## src/rtl/mips_ctrl_pkg.sv

```systemverilog
// Shared definitions for the multicycle MIPS control unit: opcodes, ALU
// operation codes, FSM state encoding and the opcode support check.
package mips_ctrl_pkg;

  localparam logic [5:0] OP_R    = 6'd0;
  localparam logic [5:0] OP_LW   = 6'd35;
  localparam logic [5:0] OP_SW   = 6'd43;
  localparam logic [5:0] OP_BEQ  = 6'd4;
  localparam logic [5:0] OP_ADDI = 6'd8;
  localparam logic [5:0] OP_J    = 6'd2;

  localparam int ALU_NONE  = 0;
  localparam int ALU_RTYPE = 1;
  localparam int ALU_ADD   = 2;
  localparam int ALU_SUB   = 3;

  typedef enum logic [3:0] {
    S_IDLE     = 4'd0,
    S_FETCH    = 4'd1,
    S_DECODE   = 4'd2,
    S_MEM_ADDR = 4'd3,
    S_MEM_RD   = 4'd4,
    S_MEM_WB   = 4'd5,
    S_MEM_WR   = 4'd6,
    S_EXEC     = 4'd7,
    S_R_WB     = 4'd8,
    S_BRANCH   = 4'd9,
    S_JUMP     = 4'd10,
    S_ADDI_EX  = 4'd11,
    S_ADDI_WB  = 4'd12,
    S_ERROR    = 4'd13
  } state_t;

  // True when the opcode has a decode path in this build of the unit.
  function automatic logic op_supported(input logic [5:0] op, input logic en_addi,
                                        input logic en_jump);
    return (op == OP_R) || (op == OP_LW) || (op == OP_SW) || (op == OP_BEQ) ||
           ((op == OP_ADDI) && en_addi) || ((op == OP_J) && en_jump);
  endfunction

endpackage

```

## src/rtl/mips_mem_watchdog.sv

```systemverilog
// Memory wait watchdog: counts cycles spent stalled on mem_ready within one
// memory state and flags when the count reaches MEM_TIMEOUT (0 disables it).
module mips_mem_watchdog #(
  parameter int MEM_TIMEOUT = 16
) (
  input  logic clk,
  input  logic rst_n,
  input  logic clr,
  input  logic wait_cyc,
  output logic expired
);

  localparam int CNT_W = (MEM_TIMEOUT > 0) ? $clog2(MEM_TIMEOUT + 1) : 1;

  logic [CNT_W-1:0] count;

  // Wait counter: cleared whenever the FSM changes state, saturates once expired.
  always_ff @(posedge clk or negedge rst_n) begin
    if (!rst_n) begin
      count <= '0;
    end else if (clr) begin
      count <= '0;
    end else if (wait_cyc && !expired) begin
      count <= count + CNT_W'(1);
    end
  end

  assign expired = (MEM_TIMEOUT != 0) && (count == CNT_W'(MEM_TIMEOUT));

endmodule

```

## src/rtl/mips_multicycle_control.sv

```systemverilog
// Multicycle MIPS control FSM: sequences fetch, decode, execute, memory and
// write-back, drives every datapath select/enable and stalls on mem_ready.
module mips_multicycle_control #(
  parameter int ALUOP_W     = 3,
  parameter int MEM_TIMEOUT = 16,
  parameter int EN_ADDI     = 1,
  parameter int EN_JUMP     = 1
) (
  input  logic               clk,
  input  logic               rst_n,
  input  logic [5:0]         op,
  input  logic               mem_ready,
  output logic               pc_write,
  output logic               pc_write_cond,
  output logic               iord,
  output logic               mem_read,
  output logic               mem_write,
  output logic               ir_write,
  output logic               mem_to_reg,
  output logic               reg_write,
  output logic               reg_dst,
  output logic               alu_src_a,
  output logic [1:0]         alu_src_b,
  output logic [ALUOP_W-1:0] alu_op,
  output logic [1:0]         pc_source,
  output logic               illegal_op,
  output logic               mem_err,
  output logic [3:0]         state_o
);

  import mips_ctrl_pkg::*;

  state_t state, next_state;
  logic   wd_clr, wd_wait, wd_expired;

  assign wd_clr  = (next_state != state);
  assign wd_wait = ((state == S_FETCH) || (state == S_MEM_RD) || (state == S_MEM_WR)) && !mem_ready;

  mips_mem_watchdog #(.MEM_TIMEOUT(MEM_TIMEOUT)) u_watchdog (
    .clk      (clk),
    .rst_n    (rst_n),
    .clr      (wd_clr),
    .wait_cyc (wd_wait),
    .expired  (wd_expired)
  );

  // State register; reset aborts any instruction in flight back to IDLE.
  always_ff @(posedge clk or negedge rst_n) begin
    if (!rst_n) begin
      state <= S_IDLE;
    end else begin
      state <= next_state;
    end
  end

  // Next-state decode and Moore outputs; only FETCH strobes and illegal_op see inputs.
  always_comb begin
    next_state    = state;
    pc_write      = 1'b0;
    pc_write_cond = 1'b0;
    iord          = 1'b0;
    mem_read      = 1'b0;
    mem_write     = 1'b0;
    ir_write      = 1'b0;
    mem_to_reg    = 1'b0;
    reg_write     = 1'b0;
    reg_dst       = 1'b0;
    alu_src_a     = 1'b0;
    alu_src_b     = 2'd0;
    alu_op        = ALUOP_W'(ALU_NONE);
    pc_source     = 2'd0;
    illegal_op    = 1'b0;
    mem_err       = 1'b0;
    case (state)
      S_IDLE: next_state = S_FETCH;
      S_FETCH: begin
        mem_read  = 1'b1;
        alu_src_b = 2'd1;
        alu_op    = ALUOP_W'(ALU_ADD);
        ir_write  = mem_ready;
        pc_write  = mem_ready;
        if (mem_ready)       next_state = S_DECODE;
        else if (wd_expired) next_state = S_ERROR;
      end
      S_DECODE: begin
        alu_src_b = 2'd3;
        alu_op    = ALUOP_W'(ALU_ADD);
        if (!op_supported(op, EN_ADDI != 0, EN_JUMP != 0)) begin
          illegal_op = 1'b1;
          next_state = S_FETCH;
        end else if (op == OP_R)                     next_state = S_EXEC;
        else if ((op == OP_LW) || (op == OP_SW))    next_state = S_MEM_ADDR;
        else if (op == OP_BEQ)                      next_state = S_BRANCH;
        else if (op == OP_ADDI)                     next_state = S_ADDI_EX;
        else                                        next_state = S_JUMP;
      end
      S_MEM_ADDR: begin
        alu_src_a  = 1'b1;
        alu_src_b  = 2'd2;
        alu_op     = ALUOP_W'(ALU_ADD);
        next_state = (op == OP_SW) ? S_MEM_WR : S_MEM_RD;
      end
      S_MEM_RD: begin
        mem_read = 1'b1;
        iord     = 1'b1;
        if (mem_ready)       next_state = S_MEM_WB;
        else if (wd_expired) next_state = S_ERROR;
      end
      S_MEM_WB: begin
        reg_write  = 1'b1;
        mem_to_reg = 1'b1;
        next_state = S_FETCH;
      end
      S_MEM_WR: begin
        mem_write = 1'b1;
        iord      = 1'b1;
        if (mem_ready)       next_state = S_FETCH;
        else if (wd_expired) next_state = S_ERROR;
      end
      S_EXEC: begin
        alu_src_a  = 1'b1;
        alu_op     = ALUOP_W'(ALU_RTYPE);
        next_state = S_R_WB;
      end
      S_R_WB: begin
        reg_write  = 1'b1;
        reg_dst    = 1'b1;
        next_state = S_FETCH;
      end
      S_BRANCH: begin
        alu_src_a     = 1'b1;
        alu_op        = ALUOP_W'(ALU_SUB);
        pc_write_cond = 1'b1;
        pc_source     = 2'd1;
        next_state    = S_FETCH;
      end
      S_JUMP: begin
        pc_write   = 1'b1;
        pc_source  = 2'd2;
        next_state = S_FETCH;
      end
      S_ADDI_EX: begin
        alu_src_a  = 1'b1;
        alu_src_b  = 2'd2;
        alu_op     = ALUOP_W'(ALU_ADD);
        next_state = S_ADDI_WB;
      end
      S_ADDI_WB: begin
        reg_write  = 1'b1;
        next_state = S_FETCH;
      end
      S_ERROR: mem_err = 1'b1;
      default: next_state = S_IDLE;
    endcase
  end

  assign state_o = state;

endmodule
```

## config.mk

```make
export PLATFORM = sky130hd
export DESIGN_NAME = mips_multicycle_control
export DESIGN_NICKNAME = d
export VERILOG_FILES = /design/src/rtl/mips_ctrl_pkg.sv /design/src/rtl/mips_mem_watchdog.sv /design/src/rtl/mips_multicycle_control.sv
export SDC_FILE = /design/constraint.sdc
export NUM_CORES = 1
export LEC_CHECK = 0
export CAP_MARGIN = 0
export CORE_MARGIN = 1
export CORE_UTILIZATION = 40
export CTS_BUF_LIST = sky130_fd_sc_hd__clkbuf_4 sky130_fd_sc_hd__clkbuf_8
export DETAILED_ROUTE_END_ITERATION = 10
export PLACE_DENSITY = 0.71
export RECOVER_POWER = 100
export SYNTH_ARGS = -nofsm -noshare
export SYNTH_HDL_FRONTEND = slang
export SYNTH_SLANG_ARGS = --single-unit
```

## constraint.sdc

```tcl
create_clock -name clk -period 2.31 [get_ports clk]
set_clock_uncertainty 0.05 [all_clocks]
set_input_delay 0.3465 -clock clk [delete_from_list [all_inputs] [get_ports clk]]
set_output_delay 0.3465 -clock clk [all_outputs]
set_load 0.005 [all_outputs]
```

==> impl_summary.log <==
[metrics] area share of and/or/nand/nor cells after synthesis: 39.4%
[metrics] syn avg cell area: 7.66 µm²
[metrics] Maximum Capacitance Violations: 0
[metrics] asr flop ratio synth: 100%
[metrics] length in cells of the worst reg-to-reg path: 6
[metrics] part of the power in combinational logic: 77.8%
[metrics] Hold Path Class: in -> async
[metrics] number of synthesized register bits: 9
[metrics] largest buffer count on any clock path: 2
[metrics] worst vdd rail ir drop: 0.000773 V
[metrics] ratio of final minimum period to clock period: 97.9%
[metrics] share of total power consumed by net switching: 43.3%
[metrics] leakage power total: 0.000646 µW
[metrics] via density per instance: 5.80
[metrics] endpoint of the worst-slack reg-to-reg timing path: u_watchdog.count[4]$_DFFE_PN0P_
[metrics] arrival time of data at the critical path endpoint: 1870 ps
[metrics] proportion of synthesized area in mux cells: 0%
[metrics] complex-gate fraction of the synthesized area: 22.3%
[metrics] leading cell types by total area after synthesis: sky130_fd_sc_hd__dfrtp_1, sky130_fd_sc_hd__nor2_1, sky130_fd_sc_hd__nand2b_1, sky130_fd_sc_hd__nor3_1, sky130_fd_sc_hd__xnor2_1
[metrics] drt initial violations: 30
[metrics] clock tree sinks: 9
[metrics] height of the die: 52.1 µm
[metrics] Max Transition Viols Final: 0
[metrics] final standard cell utilization of the core: 66.8%
[metrics] pre-CTS setup slack: -139 ps
[metrics] overall routing resource usage: 27.2%
[metrics] most frequent cells in the layout: sky130_fd_sc_hd__clkdlybuf4s50_1, sky130_fd_sc_hd__buf_4, sky130_fd_sc_hd__nor2_1
[metrics] placement-stage cell area: 0.00141 mm²
[metrics] Inst Count DP: 195
[metrics] clock-pin slew on the worst setup and hold paths: 70 ps
[metrics] count of standard-cell rows: 17
[metrics] final net count: 187
[metrics] post-synthesis cell count: 131
[metrics] critical setup path kind: reg -> out
[metrics] vias in the first global route: 1,180
[metrics] register-to-register path setup slack: 60 ps
[metrics] post-route antenna net violation count: 0
[metrics] Area Overhead vs Synth: 53.0%
[metrics] via count: 1,177
[metrics] number of buffers added by the clock tree synthesis step: 3
[metrics] switching component of the power: 767 µW
[metrics] TritonCTS clock tree: done
[metrics] Design Area, Final: 0.00154 mm²
[metrics] total global routing overflow: 0
[metrics] wire length of the first global-routing pass: 5.44 mm
[metrics] H-tree depth: 1
[metrics] post-route worst setup slack: 48.1 ps
[metrics] Max Clk Rate: 442 MHz
[metrics] area fraction of the dominant cell type after synthesis: 22.4%
[metrics] post-synthesis cell type count: 48
[metrics] cell taking the most area after synthesis: sky130_fd_sc_hd__dfrtp_1
[metrics] number of ports placed on the die boundary: 32
[metrics] sequential-to-total area share from yosys stat: 22.4%
[metrics] Root Buffer: sky130_fd_sc_hd__clkbuf_4
[metrics] number of antenna violations at the first check in global routing: 0
[metrics] worst slack on hold paths: 393 ps
[metrics] clock share of power: 7.8%
[metrics] Die Footprint: 0.00271 mm²
[metrics] combinational family with the most area after synthesis: simple AND/OR/NAND/NOR gates
[metrics] post-synthesis share of cell area spent on xor and xnor gates: 5.24%
[metrics] count of fill cells added during filler insertion: 184
[metrics] critical path launch point type: flip-flop
[metrics] number of synthesis warnings: 0
[metrics] ant diodes: 0
[metrics] number of buffers inserted by hold repair at cts: 0
[metrics] count of unresolved DRC violations after routing: 0
[metrics] Post-Syn Area: 0.00100 mm²
[metrics] shortest period the worst path allows: 2260 ps
[metrics] pin count of the biggest net entering global routing: 14
[metrics] clock latency of the later-clocked register in the worst-skew pair: 270 ps
[metrics] outcome: finished, final reports clean
[metrics] power share of the sequential group: 14.4%
[metrics] Routed WL per cell: 15.2 µm
[metrics] Setup violations, final: 0
[metrics] Post-Route WL: 3.09 mm
[metrics] total power divided by cell area: 1150 mW/mm²
[metrics] Die X: 52.1 µm
[metrics] Post-Synth Adder-Cell Area: 2.49%
[metrics] commonest register cell after synthesis: sky130_fd_sc_hd__dfrtp_1
[metrics] IO buf count: 30
[metrics] core outline area: 0.00230 mm²
[metrics] final non-filler cell total: 203
[metrics] endpoints failing hold: 0
[metrics] leading cell type in the layout, fill and taps excluded: sky130_fd_sc_hd__clkdlybuf4s50_1
[metrics] number of iterations in the first detailed-routing pass: 4
[metrics] routability congestion estimate: 0.850
[metrics] critical-path maximum fanout: 12
[metrics] Critical R2R Launch: state_o[2]$_DFF_PN0_
[metrics] internal power: 1000 µW
[metrics] post-synthesis net count: 142
[metrics] fraction of layout instances using a drive strength above 1: 26.9%
[metrics] effective utilization at floorplan: 43.7%
[metrics] Post-synth EDFFs: 0
[metrics] Worst Setup End Kind: output pin
[metrics] required arrival time at the worst endpoint: 1910 ps
[metrics] total half-perimeter wirelength after legalization and detailed placement: 2.33 mm
[area by class of cell]
cell class | instances | area (µm²) | area share [%]
clock buffer | 4 | 30.0 | 1.96
inverter | 5 | 18.8 | 1.22
multi-input combinational | 106 | 754 | 49.1
sequential | 9 | 229 | 14.9
tap | 28 | 35.0 | 2.28
timing repair buffer | 51 | 468 | 30.5
[cell families after synthesis]
family	count (synthesis)
AOI/OAI and AO/OA	28
buffers and inverters	16
and+or+nand+nor	69
xor gates and xnor gates	6
other	1
DFF	9
adders and majority gates	2
[sequential cells by signal, summed over array words and instances (netlist names)]
name	flops
u_watchdog.count	5
state_o	4
[synthesized netlist by cell type, types with 3 or more instances]
library cell	number
sky130_fd_sc_hd__dfrtp_1	9
sky130_fd_sc_hd__nor3_1	7
sky130_fd_sc_hd__xnor2_1	4
sky130_fd_sc_hd__inv_1	5
sky130_fd_sc_hd__or2_2	3
sky130_fd_sc_hd__o21ai_0	6
sky130_fd_sc_hd__nand2_1	9
sky130_fd_sc_hd__nand4_1	3
sky130_fd_sc_hd__nor2_1	17
sky130_fd_sc_hd__nand2b_1	7
sky130_fd_sc_hd__nor4_1	3
sky130_fd_sc_hd__nand3_1	3
sky130_fd_sc_hd__clkbuf_1	4
sky130_fd_sc_hd__a21oi_1	6
[metal layers]
| metal | part of all wire, % | global-route usage [%] | vias to the layer above |
|---|---|---|---|
| met5 | 0 | 0 | - |
| met4 | 2.3 | 13.5 | 0 |
| met3 | 6.6 | 3.22 | 8 |
| met2 | 49 | 43.4 | 51 |
| met1 | 42 | 35.8 | 562 |
| li1 | - | - | 556 |
[stage by stage]
| step | TNS, ps | total power [µW] |
|---|---|---|
| finish | 0 | 1770 |
| global route | -36.7 | 1910 |
| CTS | 0 | 1680 |
| detailed placement | -657 | 1500 |
| global placement | -182 | 1460 |
| floorplan | 0 | 977 |
[timing repair]
item / in CTS / in global routing
cloned: 0 / 0
endpoints found under the setup margin: 4 / 11
resized for setup: 4 / 16
pin swaps: 2 / 4
buffers inserted: 3 / 1
[power groups by stage]
stage / Clock, µW / Sequential, µW / Combinational, µW
final: 138 / 255 / 1380
after global routing: 147 / 262 / 1510
after CTS: 138 / 248 / 1300
after detailed placement: 0 / 265 / 1230
after global placement: 0 / 264 / 1190
after floorplan: 0 / 230 / 747
[critical path, stage by stage, from the launching register on]
cell                              delay [ps]
sky130_fd_sc_hd__dfrtp_2                 420
sky130_fd_sc_hd__buf_4                   170
sky130_fd_sc_hd__buf_4                   180
sky130_fd_sc_hd__xnor2_1                 130
sky130_fd_sc_hd__nor3_1                  160
sky130_fd_sc_hd__clkdlybuf4s50_1         550
[how the worst max path moves through the flow]
stage | from | end
6_report | state_o[0]$_DFF_PN0_ | mem_read
5_1_grt | state_o[2]$_DFF_PN0_ | u_watchdog.count[1]$_DFFE_PN0P_
4_1_cts | state_o[2]$_DFF_PN0_ | pc_write
3_5_place_dp | op[0] | u_watchdog.count[4]$_DFFE_PN0P_
3_3_place_gp | op[0] | illegal_op
2_1_floorplan | state_o[0]$_DFF_PN0_ | u_watchdog.count[1]$_DFFE_PN0P_
Power figures use the tool's default switching activity.
